===== src/rtl/registro_pipeline_elastico.sv =====
// ---------------------------------------------------------------------------------------------
// registro_pipeline_elastico
//
// An elastic register pipeline with DEPTH stages of N-bit data. Each stage has its own valid bit.
// It places registered timing cuts between a producer and a consumer and carries backpressure
// through a valid/ready handshake. Empty stages (bubbles) are refilled from their predecessor
// even while later stages stall, so the pipeline can hold DEPTH words.
//
// Ports
//   CLK        in   clock; all state changes on the rising edge
//   RESET_N    in   synchronous reset, active-low (beats CE and FLUSH)
//   CE         in   global clock enable; 0 freezes every register
//   FLUSH      in   clears all valid bits on the next edge (only when CE=1); data regs hold
//   IN_DATA    in   upstream data word
//   IN_VALID   in   upstream word valid
//   IN_READY   out  the pipeline accepts IN_DATA this cycle
//   OUT_DATA   out  data register of the last stage
//   OUT_VALID  out  the last stage holds a valid word
//   OUT_READY  in   the consumer takes OUT_DATA this cycle (counted only when CE=1)
//   COUNT      out  number of valid stages (registered)
// ---------------------------------------------------------------------------------------------
module registro_pipeline_elastico #(
    parameter int unsigned N     = 12,
    parameter int unsigned DEPTH = 3
) (
    input  logic                         CLK,
    input  logic                         RESET_N,
    input  logic                         CE,
    input  logic                         FLUSH,
    input  logic [N-1:0]                 IN_DATA,
    input  logic                         IN_VALID,
    output logic                         IN_READY,
    output logic [N-1:0]                 OUT_DATA,
    output logic                         OUT_VALID,
    input  logic                         OUT_READY,
    output logic [$clog2(DEPTH+1)-1:0]   COUNT
);

    localparam int unsigned CW = $clog2(DEPTH + 1);

    logic [DEPTH-1:0] v_q, v_d;
    logic [N-1:0]     data_q [DEPTH];
    logic [N-1:0]     data_d [DEPTH];
    logic [CW-1:0]    count_q, count_d;

    // Per-stage readiness and the value each stage would load.
    logic [DEPTH-1:0] rdy;
    logic [DEPTH-1:0] src_v;
    logic [N-1:0]     src_data [DEPTH];

    // A stage can load when some stage at or after it is empty, or the consumer drains the end.
    always_comb begin
        logic hole;
        hole = OUT_READY;
        for (int i = DEPTH - 1; i >= 0; i--) begin
            hole   = hole | ~v_q[i];
            rdy[i] = hole;
        end
    end

    always_comb begin
        src_v[0]    = IN_VALID;
        src_data[0] = IN_DATA;
        for (int i = 1; i < DEPTH; i++) begin
            src_v[i]    = v_q[i-1];
            src_data[i] = data_q[i-1];
        end
    end

    always_comb begin
        v_d    = v_q;
        data_d = data_q;
        if (CE) begin
            if (FLUSH) begin
                v_d = '0;
            end else begin
                for (int i = 0; i < DEPTH; i++) begin
                    if (rdy[i]) begin
                        v_d[i] = src_v[i];
                        // A bubble moving in leaves the old data in place.
                        if (src_v[i]) begin
                            data_d[i] = src_data[i];
                        end
                    end
                end
            end
        end

        count_d = '0;
        for (int i = 0; i < DEPTH; i++) begin
            count_d = count_d + CW'(v_d[i]);
        end
    end

    always_ff @(posedge CLK) begin
        if (!RESET_N) begin
            v_q     <= '0;
            count_q <= '0;
            data_q  <= '{default: '0};
        end else begin
            v_q     <= v_d;
            count_q <= count_d;
            data_q  <= data_d;
        end
    end

    assign IN_READY  = CE & ~FLUSH & RESET_N & rdy[0];
    assign OUT_DATA  = data_q[DEPTH-1];
    assign OUT_VALID = v_q[DEPTH-1];
    assign COUNT     = count_q;

endmodule


===== config.mk =====
export PLATFORM = sky130hd
export DESIGN_NAME = registro_pipeline_elastico
export DESIGN_NICKNAME = d
export VERILOG_FILES = /design/src/rtl/registro_pipeline_elastico.sv
export SDC_FILE = /design/constraint.sdc
export NUM_CORES = 1
export LEC_CHECK = 0
export CAP_MARGIN = 0
export CELL_PAD_IN_SITES_DETAIL_PLACEMENT = 0
export CELL_PAD_IN_SITES_GLOBAL_PLACEMENT = 1
export CORE_UTILIZATION = 30
export CTS_CLUSTER_SIZE = 28
export DETAILED_ROUTE_END_ITERATION = 7
export GPL_TIMING_DRIVEN = 0
export PLACE_DENSITY = 0.69
export SYNTH_ARGS = -nofsm -noshare
export SYNTH_HDL_FRONTEND = slang
export SYNTH_SLANG_ARGS = --single-unit
export TNS_END_PERCENT = 20

===== constraint.sdc =====
create_clock -name CLK -period 1.9 [get_ports CLK]
set_input_delay 0.38 -clock CLK [delete_from_list [all_inputs] [get_ports CLK]]
set_output_delay 0.38 -clock CLK [all_outputs]
set_load 0.05 [all_outputs]

==> flow_summary.json, run 1 <==
{
  "top_layer": "met4",
  "synth-adder-area-share_pct": 1.16,
  "cp-start-kind": "primary input",
  "dp_hpwl_mm": 2.29,
  "power_density_mw_per_mm2": 737,
  "start_util_pct": 31.2,
  "viasPerCell": 4.25,
  "ys_types": 29,
  "worstMarginPinSlew_ns": 0.554,
  "critPathTopFamily": "adder cells",
  "synth_top_area_share_pct": 47.5,
  "synth_top_area_cell": "dfxtp_1",
  "synthTopCellsByArea": "dfxtp_1 47%, mux2i_1 21%, nand2_1 11%, buf_4 5.2%, buf_6 2.0%",
  "fin_crit_sh_pct": 99.2,
  "slew_viol_final": 0,
  "synth-simple-area-share_pct": 16.7,
  "post_drt_wl_per_cell_um": 11.6,
  "cts_hold_buf": 0,
  "tritoncts": "built",
  "worstPathMaxFanout": 4,
  "grt_pass1_wl_mm": 5.39,
  "cts_root_buf": "clkbuf_8",
  "wl_met1_mm": 1.57,
  "clock_latency_ns": 0.28,
  "dp_slack_ns": -0.670,
  "synth_cells": 173,
  "synth_top_family_by_area": "multiplexers",
  "synth_compound_area_share_pct": 3.69,
  "setup_viol": 0,
  "grt_overflow": 0,
  "ant_nets": 0,
  "path_class": "in -> reg",
  "slowest_stage": "fa_1",
  "synth_mux_area_share_pct": 20.8,
  "h-tree-depth": 2,
  "synth_xor_area_share_pct": 0,
  "wirelength_mm": 3.32,
  "fmax_mhz": 531,
  "fin_cells": 286,
  "syn-mean-instance-area_um2": 10.0,
  "drt_iter0_drc": 38,
  "worstPathRequired_ns": 2.08,
  "antenna_cells": 0,
  "yosysWarnings": 0,
  "gr-usage-all-layers_pct": 11.9,
  "io_buffers": 32,
  "seq_area_frac_synth_pct": 47.5,
  "worstPathCellList": "clkdlybuf4s50_1 > nor4bb_1 > o21ai_0 > and2_1 > fa_1 > nor2b_1",
  "clkTransAtPathRegs_ns": 0.08,
  "synth_nets": 192,
  "syn_to_final_growth_pct": 29.8,
  "drv_cap": 0,
  "drc_errors": 0,
  "slowest_delay_ns": 0.53,
  "die_x_um": 77.9,
  "crit_buf_inv": 1,
  "nFillCells": 598,
  "finalWorstSetupSlack_ns": 0.0159,
  "dr.pass1.iters": 4,
  "grt_pass1_vias": 1123,
  "outcome": "finished clean",
  "dp_cells": 277,
  "dr_wl_met2_mm": 1.58,
  "critPathCaptureType": "flip-flop",
  "arrival_ns": 2.06,
  "synth_area_mm2": 0.00173,
  "layout-drive-gt1-share_pct": 21.5,
  "vdd_drop_max_mv": 0.241,
  "grt_setup_unrepaired": "yes",
  "maxSlewHeadroom_pct": 63.1,
  "io_pins": 34,
  "hold_viol": 0,
  "ys_seq_elements": 41,
  "fp-row-count": 27,
  "finalNetCount": 233,
  "fp.coreArea_mm2": 0.00554,
  "vias": 1215,
  "gp_congestion": 0.700,
  "die_h_um": 77.9,
  "routed-wl-met3_um": 115,
  "antenna_found_initial": 0,
  "total_leakage_power_nw": 0.958,
  "die-area_mm2": 0.00607,
  "grt_max_degree": 13,
  "min_period_ns": 1.88,
  "numCtsBuffers": 5,
  "finalClockSkew_ns": 0.00438,
  "hold_path_class": "reg -> reg",
  "cts_sinks": 41,
  "clock_path_buffers": 2
}
Yosys cell counts:
library cell	instances
buf_1	1
dfxtp_1	41
nand4b_1	1
and3_2	2
and2b_2	1
buf_12	1
clkbuf_1	4
nor2b_4	1
buf_2	1
o21a_1	1
nand3_2	1
fa_1	1
and3_1	1
a31o_2	1
a22oi_1	1
nor4bb_1	1
a21oi_1	1
nor2_1	1
buf_6	3
a21boi_0	1
nor2b_1	2
o21ai_0	2
inv_1	2
o211a_4	1
mux2i_1	36
and2_1	1
buf_4	12
nand2_1	50
nand2b_1	1
tightest hold or removal path: cells and delay by family, from the launching register on:
family           cells  cell delay [ns]
muxes                1             0.05
DFF                  1             0.31
and+or+nand+nor      1             0.05
placed cells by master (no fill, tap or decap), types with 2 or more instances in the layout:
cell type         n
dlymetal6s2s_1    3
mux2i_1          36
clkdlybuf4s50_1  18
buf_6             3
clkbuf_1          4
clkbuf_8          5
inv_1             2
nor2b_1           2
buf_4            25
dfxtp_1          40
nand2_1          50
where the power goes:
part           switching [mW]  leakage [nW]  internal (mW)
Sequential            0.00398         0.332          0.870
Combinational          0.0596         0.572         0.0601
Clock                   0.280        0.0540          0.382
final timing paths:
kind | startpoint | to | slack [ns] | cells after the start
worst min register to register | OUT_DATA[7] | OUT_DATA[7] | 0.46 | 2
worst max register to register | v_q[1] | COUNT[0] | 0.26 | 5
worst min-delay path | OUT_DATA[7] | OUT_DATA[7] | 0.46 | 2
worst max-delay path | FLUSH | COUNT[0] | 0.02 | 6
per-stage QoR:
| stage | util (%) | hold WS [ns] | area, µm² | total power, mW | TNS, ns |
|---|---|---|---|---|---|
| finish | 40.5 | 0.458 | 2240 | 1.66 | 0 |
| global route | 40.5 | 0.477 | 2240 | 1.72 | -0.0315 |
| CTS | 40.6 | 0.461 | 2250 | 1.68 | 0 |
| detailed placement | 38.6 | 0.447 | 2140 | 1.01 | -1.24 |
| global placement | 38.6 | 0.443 | 2140 | 1.01 | -1.35 |
| floorplan | - | 0.435 | 1730 | 0.954 | 0 |
registers in the layout, indices dropped and copies added, names as in the netlist:
register  flops
OUT_DATA     12
data_q       24
COUNT         2
v_q           3
logic make-up after synthesis:
| logic type | Yosys count |
|---|---|
| simple gates | 63 |
| mux | 36 |
| fa+ha+maj | 1 |
| compound gates | 8 |
| buf+inv | 24 |
| flops | 41 |
layer usage:
| layer | vias up | GRT usage [%] |
|---|---|---|
| met1 | 552 | 14.5 |
| li1 | 638 | - |
| met5 | - | 0 |
| met4 | 0 | 6.11 |
| met3 | 5 | 2.59 |
| met2 | 20 | 19.6 |
final cells by class:
type / count / area [µm²] / share of cell area, %
sequential: 41 / 822 / 36.6
multi-input combinational: 108 / 737 / 32.8
timing repair buffer: 34 / 315 / 14.0
buffer: 22 / 169 / 7.53
tap: 72 / 90.1 / 4.01
clock buffer: 5 / 68.8 / 3.07
clock inverter: 2 / 35.0 / 1.56
inverter: 2 / 7.51 / 0.334
timing repair:
item,4_1_cts,5_1_grt
setup buffers,2,0
endpoints found under the setup margin,5,10
hold endpoints to repair,0,0
gates resized for setup,10,12
pin swaps,0,1
Power figures use the tool's default switching activity.
==> run 2, diff against run 1 <==
==> config.mk (replaced) <==
export PLATFORM = sky130hd
export DESIGN_NAME = registro_pipeline_elastico
export DESIGN_NICKNAME = d
export VERILOG_FILES = /design/src/rtl/registro_pipeline_elastico.sv
export SDC_FILE = /design/constraint.sdc
export NUM_CORES = 1
export LEC_CHECK = 0
export ABC_AREA = 1
export CAP_MARGIN = 0
export CELL_PAD_IN_SITES_DETAIL_PLACEMENT = 1
export CELL_PAD_IN_SITES_GLOBAL_PLACEMENT = 2
export CORE_UTILIZATION = 29
export CTS_CLUSTER_SIZE = 28
export DETAILED_ROUTE_END_ITERATION = 7
export GPL_TIMING_DRIVEN = 0
export PLACE_DENSITY = 0.84
export SYNTH_ARGS = -nofsm -noshare
export SYNTH_HDL_FRONTEND = slang
export SYNTH_SLANG_ARGS = --single-unit
export TNS_END_PERCENT = 20
==> run 2 against run 1 <==
Effect of this change:
- worst hold slack got worse by 0.039 ns
- worst setup slack gained 0.084 ns
- largest power group unchanged
- die area is 20% higher
- critical endpoint is now IN_READY
- clock power rose by 6.5%
- non-clock buffer count rose by 11
- core utilization decreased by 2.0 points
==> flow_summary.json, run 2 <==
{
  "outcome": "finished clean",
  "critPathCaptureType": "output pin",
  "combPwrFrac_pct": 10.1,
  "p_clk_share_pct": 39.7,
  "yosysWarnings": 0,
  "ys_types": 21,
  "min_period_ns": 1.80,
  "slew_viol_final": 0,
  "dp_hpwl_mm": 3.30,
  "total_leakage_power_nw": 1.18,
  "p_int_mw": 1.36,
  "cts_root_buf": "clkbuf_8",
  "path_class": "in -> out",
  "fmax_mhz": 555,
  "grt_pass1_wl_mm": 7.37,
  "io_buffers": 32,
  "arrival_ns": 1.42,
  "synth_cells": 287,
  "numCtsBuffers": 5,
  "cp-endpoint": "IN_READY",
  "reg2regPathDepth": 5,
  "finalClockSkew_ns": 0.00763,
  "seq_area_frac_synth_pct": 40.7,
  "rrSetupSlack_ns": 0.19,
  "drv_cap": 0,
  "gr-usage-all-layers_pct": 12.9,
  "clkTransAtPathRegs_ns": 0.08,
  "synth_top_family_by_area": "simple AND/OR/NAND/NOR gates",
  "synth_mux_area_share_pct": 0,
  "largest_reg_flops": 24,
  "die_h_um": 85.4,
  "cp-start-kind": "primary input",
  "antenna_found_initial": 0,
  "fp-row-count": 30,
  "die_x_um": 85.4,
  "grt_overflow": 0,
  "start_util_pct": 29.9,
  "final_cell_mix": "57 x nor2_1, 44 x nand2_1, 41 x dfxtp_1, 41 x inv_1, 35 x buf_4",
  "synth_edf_count": 0,
  "layout-drive-gt1-share_pct": 20.1,
  "dp_slack_ns": -0.869,
  "p_sw_share_pct": 23.6,
  "dr.pass1.iters": 4,
  "top_register": "data_q",
  "synth_xor_area_share_pct": 0,
  "wirelength_mm": 4.56,
  "seqPwrFrac_pct": 50.2,
  "fin_crit_sh_pct": 94.8,
  "synth_common_cells": "57 x nor2_1, 44 x inv_1, 44 x nand2_1",
  "synth_compound_area_share_pct": 6.76,
  "synth.most_common_cell": "nor2_1",
  "worstPathMaxFanout": 6,
  "ant_nets": 0,
  "synth_top_area_cell": "dfxtp_1",
  "synth-simple-area-share_pct": 32.6,
  "synthTopCellsByArea": "dfxtp_1 41%, nor2_1 11%, inv_1 8.2%, nand2_1 8.2%, buf_4 6.7%",
  "die-area_mm2": 0.00729,
  "finalNetCount": 352,
  "p_sw_mw": 0.419,
  "synth_nets": 306,
  "gp_congestion": 0.708,
  "worstPathRequired_ns": 1.52,
  "tritoncts": "built",
  "finalWorstSetupSlack_ns": 0.0996,
  "drc_errors": 0,
  "grt_pass1_vias": 1660,
  "cts_hold_buf": 0,
  "clock_path_buffers": 2,
  "ys_seq_elements": 41,
  "vdd_drop_max_mv": 0.251,
  "io_pins": 34,
  "antenna_cells": 0,
  "final_common_cell": "nor2_1",
  "hold_path_class": "in -> reg",
  "post_drt_wl_per_cell_um": 11.0,
  "grt_setup_unrepaired": "no",
  "crit_start": "OUT_READY",
  "power_mw": 1.78,
  "async_flop_share_pct": 0,
  "power_density_mw_per_mm2": 682,
  "synth_area_mm2": 0.00202,
  "h-tree-depth": 2,
  "grt_max_degree": 17,
  "synth_top_area_share_pct": 40.7,
  "cts_sinks": 41,
  "r2r-start": "v_q[2]",
  "viasPerCell": 4.31,
  "setup_viol": 0,
  "clock_latency_ns": 0.29,
  "drt_iter0_drc": 52,
  "fp.coreArea_mm2": 0.00676,
  "maxSlewHeadroom_pct": 66.7,
  "ys.flop_type": "dfxtp_1",
  "synth-adder-area-share_pct": 0.993,
  "r2r_end": "COUNT[0]",
  "syn_to_final_growth_pct": 29.0,
  "vias": 1786,
  "hold_viol": 0,
  "syn-mean-instance-area_um2": 7.03,
  "worstMarginPinSlew_ns": 0.498
}
[run 2: worst min path at each step]
stage / slack [ns] / endpoint / start / depth (start not counted)
finish: 0.42 / data_q[34] / RESET_N / 3
global route: 0.42 / data_q[33] / RESET_N / 3
CTS: 0.41 / data_q[34] / RESET_N / 3
detailed placement: 0.47 / data_q[33] / data_q[33] / 2
global placement: 0.46 / data_q[31] / data_q[31] / 2
floorplan: 0.45 / data_q[24] / data_q[24] / 2
[run 2: cell type report]
| cell class | count | area, µm² |
|---|---|---|
| Sequential cell | 41 | 821 |
| Clock buffer | 6 | 72.6 |
| Tap cell | 80 | 100 |
| Fill cell | 874 | 4150 |
| Timing Repair Buffer | 39 | 349 |
| Clock inverter | 2 | 38.8 |
| Multi-Input combinational cell | 173 | 831 |
| Buffer | 28 | 216 |
| Inverter | 45 | 174 |
[run 2: power by group through the flow]
stage / clock [mW] / sequential [mW] / combinational (mW)
6_report: 0.704 / 0.891 / 0.179
5_1_grt: 0.770 / 0.894 / 0.203
4_1_cts: 0.736 / 0.891 / 0.174
3_5_place_dp: 0 / 0.911 / 0.171
3_3_place_gp: 0 / 0.910 / 0.168
2_1_floorplan: 0 / 0.912 / 0.105
[run 2: logic make-up after synthesis]
logic type | Yosys count
and+or+nand+nor | 145
buffers and inverters | 74
DFF | 41
AOI/OAI and AO/OA | 26
adders and majority gates | 1
[run 2: repair_timing]
item	CTS	global route
endpoints found under the setup margin	11	5
pin swaps	0	1
setup buffers	0	7
resized for setup	21	9
gates cloned	0	1
[run 2: routing by layer]
layer  track usage (%)  part of all wire, %
met5                 0                    0
met2              21.2                   47
met3              3.40                  3.3
met4              5.45                 0.88
met1              15.9                   48
[run 2: worst max-delay path, stage by stage]
cell	delay, ns
clkdlybuf4s50_1	0.41
inv_2	0.14
nand4_4	0.18
nand3_1	0.11
inv_1	0.05
buf_6	0.14
[run 2: per-stage QoR]
step / cells / cell area [µm²] / utilization (%) / TNS, ns / hold WS [ns]
after detailed placement: 399 / 2440 / 36.1 / -1.40 / 0.468
after CTS: 406 / 2530 / 37.5 / -0.0433 / 0.412
after global routing: 414 / 2600 / 38.5 / 0 / 0.425
after global placement: 399 / 2440 / 36.1 / -1.35 / 0.463
after floorplan: 287 / 2020 / - / 0 / 0.452
final: 414 / 2600 / 38.5 / 0 / 0.418
